<file path="src/rtl/uart_pkg.sv">
// Shared types and constants for the oversampled UART receiver.
package uart_pkg;

  typedef enum logic [2:0] {
    IDLE,
    START,
    DATA,
    PARITY,
    STOP
  } state_t;

  // Sub-bit ticks per bit cell.
  localparam int unsigned OS_RATE = 16;

  // Ticks within a bit cell where the line is sampled, and the last tick of the cell.
  localparam logic [3:0] SAMPLE_A  = 4'd7;
  localparam logic [3:0] SAMPLE_B  = 4'd8;
  localparam logic [3:0] SAMPLE_C  = 4'd9;
  localparam logic [3:0] LAST_TICK = 4'd15;

  // Two-of-three vote used to reject single-sample noise inside a bit cell.
  function automatic logic majority3(input logic a, input logic b, input logic c);
    return (a & b) | (a & c) | (b & c);
  endfunction

endpackage

</file>
<file path="src/rtl/uart_baud_tick.sv">
// Oversampling tick generator: one-clock tick every DIV clocks, held in phase
// by restart so the first tick after restart lands on the first free cycle.
module uart_baud_tick #(
  parameter int unsigned DIV = 1
) (
  input  logic clk,
  input  logic rst,
  input  logic restart,
  output logic tick
);

  localparam int unsigned CW = $clog2(DIV + 1);
  localparam logic [CW-1:0] LAST = CW'(DIV - 1);

  if (DIV < 1) begin : g_bad_div
    $error("uart_baud_tick: DIV must be at least 1");
  end

  logic [CW-1:0] cnt;

  // Divider counter: held at zero while restart is high, otherwise counts 0..DIV-1.
  always_ff @(posedge clk or negedge rst) begin
    if (!rst) begin
      cnt <= '0;
    end else if (restart || (cnt == LAST)) begin
      cnt <= '0;
    end else begin
      cnt <= cnt + CW'(1);
    end
  end

  assign tick = !restart && (cnt == '0);

endmodule

</file>
<file path="src/rtl/uart_rx_os.sv">
// 8-bit UART receiver with 16x oversampling, 2-flop synchronizer, 3-sample
// majority vote, optional parity, framing/break/overrun detection and a
// valid/ready output that holds each byte until it is accepted.
module uart_rx_os
  import uart_pkg::*;
#(
  parameter int unsigned clock_freq = 50_000_000,
  parameter int unsigned baud_rate  = 9600,
  parameter bit          parity_en  = 1'b0,
  parameter bit          parity_odd = 1'b0
) (
  input  logic       clk,
  input  logic       rst,
  input  logic       rx_in,
  output logic [7:0] rx_data,
  output logic       rx_valid,
  input  logic       rx_ready,
  output logic       frame_err,
  output logic       parity_err,
  output logic       break_det,
  output logic       overrun
);

  localparam int unsigned DIV = clock_freq / (baud_rate * OS_RATE);

  state_t     state;
  state_t     state_nx;
  logic       sync1;
  logic       rx_s;
  logic       tick;
  logic [3:0] tick_cnt;
  logic [2:0] bit_idx;
  logic       armed;
  logic [1:0] early;
  logic [7:0] shift;
  logic       par_bit;
  logic       maj;

  logic       restart;
  logic       start_go;
  logic       at_a;
  logic       at_b;
  logic       at_c;
  logic       at_last;
  logic       deliver;
  logic       can_load;

  uart_baud_tick #(
    .DIV(DIV)
  ) u_tick (
    .clk    (clk),
    .rst    (rst),
    .restart(restart),
    .tick   (tick)
  );

  // Two-flop synchronizer; resets to the idle (high) line level.
  always_ff @(posedge clk or negedge rst) begin
    if (!rst) begin
      sync1 <= 1'b1;
      rx_s  <= 1'b1;
    end else begin
      sync1 <= rx_in;
      rx_s  <= sync1;
    end
  end

  // The third vote is the live sample taken on the tick-9 cycle itself.
  assign maj = majority3(early[0], early[1], rx_s);

  // FSM state register.
  always_ff @(posedge clk or negedge rst) begin
    if (!rst) begin
      state <= IDLE;
    end else begin
      state <= state_nx;
    end
  end

  // FSM next-state logic; a high vote in the start cell is treated as noise.
  always_comb begin
    state_nx = state;
    case (state)
      IDLE: begin
        if (start_go) state_nx = START;
      end
      START: begin
        if (at_c && maj)  state_nx = IDLE;
        else if (at_last) state_nx = DATA;
      end
      DATA: begin
        if (at_last && (bit_idx == 3'd7)) state_nx = parity_en ? PARITY : STOP;
      end
      PARITY: begin
        if (at_last) state_nx = STOP;
      end
      STOP: begin
        if (at_c) state_nx = IDLE;
      end
      default: state_nx = IDLE;
    endcase
  end

  // FSM outputs: tick-position strobes, start detection and the delivery strobe.
  always_comb begin
    restart  = (state == IDLE);
    start_go = (state == IDLE) && armed && !rx_s;
    at_a     = tick && (tick_cnt == SAMPLE_A);
    at_b     = tick && (tick_cnt == SAMPLE_B);
    at_c     = tick && (tick_cnt == SAMPLE_C);
    at_last  = tick && (tick_cnt == LAST_TICK);
    deliver  = (state == STOP) && at_c;
    can_load = !rx_valid || rx_ready;
  end

  // Tick and bit counters; tick_cnt wraps 15->0 into each new cell.
  always_ff @(posedge clk or negedge rst) begin
    if (!rst) begin
      tick_cnt <= 4'd0;
      bit_idx  <= 3'd0;
    end else begin
      if (start_go) begin
        tick_cnt <= 4'd0;
      end else if ((state != IDLE) && tick) begin
        tick_cnt <= tick_cnt + 4'd1;
      end
      if (state == START) begin
        bit_idx <= 3'd0;
      end else if ((state == DATA) && at_last) begin
        bit_idx <= bit_idx + 3'd1;
      end
    end
  end

  // Arming: a start edge only counts after the line has been seen high in IDLE.
  always_ff @(posedge clk or negedge rst) begin
    if (!rst) begin
      armed <= 1'b0;
    end else if (state == IDLE) begin
      if (start_go) begin
        armed <= 1'b0;
      end else if (rx_s) begin
        armed <= 1'b1;
      end
    end
  end

  // Sample capture: two early votes, then data and parity bits on the voted value.
  always_ff @(posedge clk or negedge rst) begin
    if (!rst) begin
      early   <= 2'b00;
      shift   <= 8'h00;
      par_bit <= 1'b0;
    end else begin
      if (at_a) early[0] <= rx_s;
      if (at_b) early[1] <= rx_s;
      if ((state == DATA) && at_c) shift[bit_idx] <= maj;
      if ((state == PARITY) && at_c) par_bit <= maj;
    end
  end

  // Output register: load on delivery when the slot is free, drop and flag overrun otherwise.
  always_ff @(posedge clk or negedge rst) begin
    if (!rst) begin
      rx_data    <= 8'h00;
      rx_valid   <= 1'b0;
      frame_err  <= 1'b0;
      parity_err <= 1'b0;
      break_det  <= 1'b0;
      overrun    <= 1'b0;
    end else begin
      overrun <= deliver && !can_load;
      if (deliver && can_load) begin
        rx_data    <= shift;
        rx_valid   <= 1'b1;
        frame_err  <= !maj;
        parity_err <= parity_en ? (((^shift) ^ par_bit) != parity_odd) : 1'b0;
        break_det  <= !maj && (shift == 8'h00) && (!parity_en || !par_bit);
      end else if (rx_valid && rx_ready) begin
        rx_valid <= 1'b0;
      end
    end
  end

endmodule

</file>
<file path="config.mk">
export PLATFORM = sky130hd
export DESIGN_NAME = uart_rx_os
export DESIGN_NICKNAME = d
export VERILOG_FILES = /design/src/rtl/uart_pkg.sv /design/src/rtl/uart_baud_tick.sv /design/src/rtl/uart_rx_os.sv
export SDC_FILE = /design/constraint.sdc
export NUM_CORES = 1
export LEC_CHECK = 0
export CAP_MARGIN = 20
export CORE_ASPECT_RATIO = 0.5
export CORE_MARGIN = 10
export CORE_UTILIZATION = 25
export DETAILED_ROUTE_END_ITERATION = 8
export HOLD_SLACK_MARGIN = 0.12
export PLACE_DENSITY = 0.52
export SYNTH_ARGS = -nofsm -noshare
export SYNTH_HDL_FRONTEND = slang
export SYNTH_HIERARCHICAL = 1
export SYNTH_SLANG_ARGS = --single-unit
</file>
<file path="constraint.sdc">
create_clock -name clk -period 5.3 [get_ports clk]
set_input_delay 1.06 -clock clk [delete_from_list [all_inputs] [get_ports clk]]
set_output_delay 1.06 -clock clk [all_outputs]
set_load 0.05 [all_outputs]
</file>
==> out/results.txt <==
result of the run -> finished, final reports clean
crit path kind -> flop to flop
number of buffer and inverter instances along the worst setup path -> 0
iteration count of the initial detailed-routing pass -> 4
number of warnings issued by yosys -> 6
first-pass GRT wire length -> 7327 um
DR vias/cell -> 4.494
most frequent cells after synthesis -> sky130_fd_sc_hd__dfrtp_1 (42), sky130_fd_sc_hd__mux2_2 (16), sky130_fd_sc_hd__nand3_1 (13)
vias in the first global route -> 1475
ports placed on the boundary -> 17
count of final setup violators -> 0
# nets final -> 213
most instantiated flip-flop cell in the synthesis netlist -> sky130_fd_sc_hd__dfrtp_1
worst setup slack for register-to-register paths -> 2.48 ns
final setup skew -> 0.01000 ns
accumulated negative setup slack -> 0 ns
startpoint kind of the worst setup timing path -> flop
cell with the biggest individual delay on the critical path -> sky130_fd_sc_hd__nor3_2
die area -> 0.01315 mm^2
die span in x -> 152.5 um
fraction of the yosys area taken by sequential cells -> 50.29%
upper clock frequency limit -> 0.3550 GHz
number of enable-type register cells in the synthesized netlist -> 0
part of the cycle the worst path needs -> 53.15%
die outline height -> 86.25 um
Critical R2R Launch -> state[2]
power density cells -> 382.2 mW/mm^2
Worst path top cell family by delay -> simple AND/OR/NAND/NOR gates
Reg clk slew, reported paths -> 0.06 ns
crit path launch -> state[2]
critical path capture point -> rx_data[5]
setup fix buffers added after clock tree synthesis -> 0
proportion of layout cells with a drive suffix above 1 -> 18.72%
type of the tightest min-delay check -> flop to flop
cell area after layout -> 0.002624 mm^2
top-area cell type share of the netlist area -> 47.89%
Final Critical Period -> 2.817 ns
critical path fanouts, max -> 14
most numerous cell in the Yosys netlist -> sky130_fd_sc_hd__dfrtp_1
number of antenna violations at the first check in global routing -> 0
critical path endpoint category -> flop
final core utilization -> 30.44%
number of filler instances in the final layout -> 875
arrival time of the worst setup path -> 2.98 ns
Synth area leaders -> sky130_fd_sc_hd__dfrtp_1 (48%), sky130_fd_sc_hd__mux2_2 (8.2%), sky130_fd_sc_hd__ha_1 (4.0%), sky130_fd_sc_hd__nand3_1 (3.0%), sky130_fd_sc_hd__mux2_1 (2.6%)
Req. time, crit path -> 5.47 ns
worst hold margin -> 0.3614 ns
Port Buffers -> 15
Resized cells post-CTS -> 0
later-pin clock latency in the skew report -> 0.29 ns
CP cell instances -> nor3_2 -> nor4_1 -> and3_1 -> and4b_2 -> nand4_4 -> mux2_2
Max rail drop VDD -> 0.1193 mV
Worst Hold Path Cells -> 0
RR Endpoint -> rx_data[5]
area post-placement -> 0.002426 mm^2
Fin. Hold Viols -> 0
CTS H-tree depth -> 2
Slew Viols, Final -> 0
cells after synthesis -> 189
# rows -> 24
DRC -> 0
library cell used as clock root buffer -> sky130_fd_sc_hd__clkbuf_16
largest net degree at the start of global routing -> 45
total global-route track usage -> 6.673%
Std-Cell Core Area -> 0.008618 mm^2
CTS tree -> yes
Placer Congestion -> 0.7486
global-route congestion overflow total -> 0
Worst path depth -> 6
max-slew headroom at the worst pin -> 42.28%
clock sink count -> 44
transition at the pin with the smallest max-transition slack -> 0.8611 ns
cell taking the most area after synthesis -> sky130_fd_sc_hd__dfrtp_1
count of vias placed by the detailed router -> 1438
unique cell type count in the Yosys netlist -> 53
count of state elements after synthesis -> 44
post-route antenna net violation count -> 0
number of CTS-inserted buffers -> 5
final WL -> 4061 um
Syn Area/Cell -> 11.61 um^2
half-perimeter wire length of the detailed placement result -> 2870 um
syn_nets -> 200
maximum clock path buffer count -> 2
drt first-iter violations -> 60
antenna cell count -> 0
post-synthesis instance area -> 0.002195 mm^2
initial standard-cell utilization of the core -> 25.46%
RSZ-0062 raised after global routing -> false
cell depth of the worst flop-to-flop path -> 6
growth of design area from synthesis to finish -> 19.56%
CP max stage delay -> 0.79 ns
number of hold-repair buffers added at the cts stage -> 0
LEAKAGE -> 1.188 nW
share of flip-flops with an asynchronous set or reset after synthesis -> 100.0%
total of max-cap violations -> 0
average wire length per cell after detail routing -> 12.69 um
[cells in the final DEF (no fill, tap or decap), types with 4 or more instances in the layout]
master | Yosys | final
sky130_fd_sc_hd__or3_1 | 4 | 4
sky130_fd_sc_hd__nor2b_1 | 4 | 4
sky130_fd_sc_hd__clkbuf_16 | 0 | 5
sky130_fd_sc_hd__ha_1 | 7 | 7
sky130_fd_sc_hd__mux2_1 | 5 | 5
sky130_fd_sc_hd__dfrtp_1 | 42 | 42
sky130_fd_sc_hd__o21ai_0 | 6 | 6
sky130_fd_sc_hd__nor2_1 | 9 | 9
sky130_fd_sc_hd__mux2_2 | 16 | 16
sky130_fd_sc_hd__clkdlybuf4s50_1 | 0 | 14
sky130_fd_sc_hd__nand2_1 | 9 | 9
sky130_fd_sc_hd__inv_1 | 7 | 7
sky130_fd_sc_hd__mux2i_1 | 4 | 4
sky130_fd_sc_hd__nand3_1 | 13 | 13
[per-layer routing]
metal	GRT usage [%]	share of wire, %
met3	2.224	4.0
met2	10.53	45
met4	2.840	1.5
met1	8.258	49
met5	0	0
[power by group]
group,switching [mW],total (mW),internal [mW]
Sequential,0.0614,0.443,0.381
Combinational,0.108,0.197,0.0892
Clock,0.127,0.363,0.236
Total,0.296,1.00,0.706
[layout make-up]
cell class                 instances  area [um^2]  area share [%]
clock buffer                       6        138.9           5.293
clock inverter                     2        38.79           1.478
inverter                           7        26.28           1.001
multi-input combinational        128         1005           38.29
sequential                        44         1104           42.06
tap                              117        146.4           5.579
timing repair buffer              16        165.2           6.295
[worst min-delay path by stage]
stage	start	slack, ns	end
after floorplan	sync1	0.35	rx_s
after global placement	sync1	0.35	rx_s
after detailed placement	sync1	0.36	rx_s
after CTS	sync1	0.36	rx_s
after global routing	sync1	0.37	rx_s
final	sync1	0.36	rx_s
[logic make-up after synthesis]
kind of cell    Yosys count  share of synthesized area, %
buf+inv                  17                         3.934
other cells               1                        0.1709
simple gates             68                         19.95
xor+xnor                  3                         1.197
flops                    44                         50.29
mux                      25                         12.60
compound gates           23                         7.412
fa+ha+maj                 8                         4.447
[per-stage QoR]
step / std cells / setup WS [ns] / power [mW]
floorplan: 189 / 3.035 / 0.6087
detailed placement: 311 / 2.479 / 0.6485
global route: 320 / 2.253 / 1.076
finish: 320 / 2.483 / 1.003
CTS: 319 / 2.480 / 1.019
global placement: 311 / 2.563 / 0.6411
[state kept, by name (all words and copies together) (netlist names), 2 cells and up]
name and cells:
state 3, early 2, u_tick/cnt 9, rx_data 8
shift 8, bit_idx 3, tick_cnt 4
Note: power is estimated with default switching activity, not from simulation.
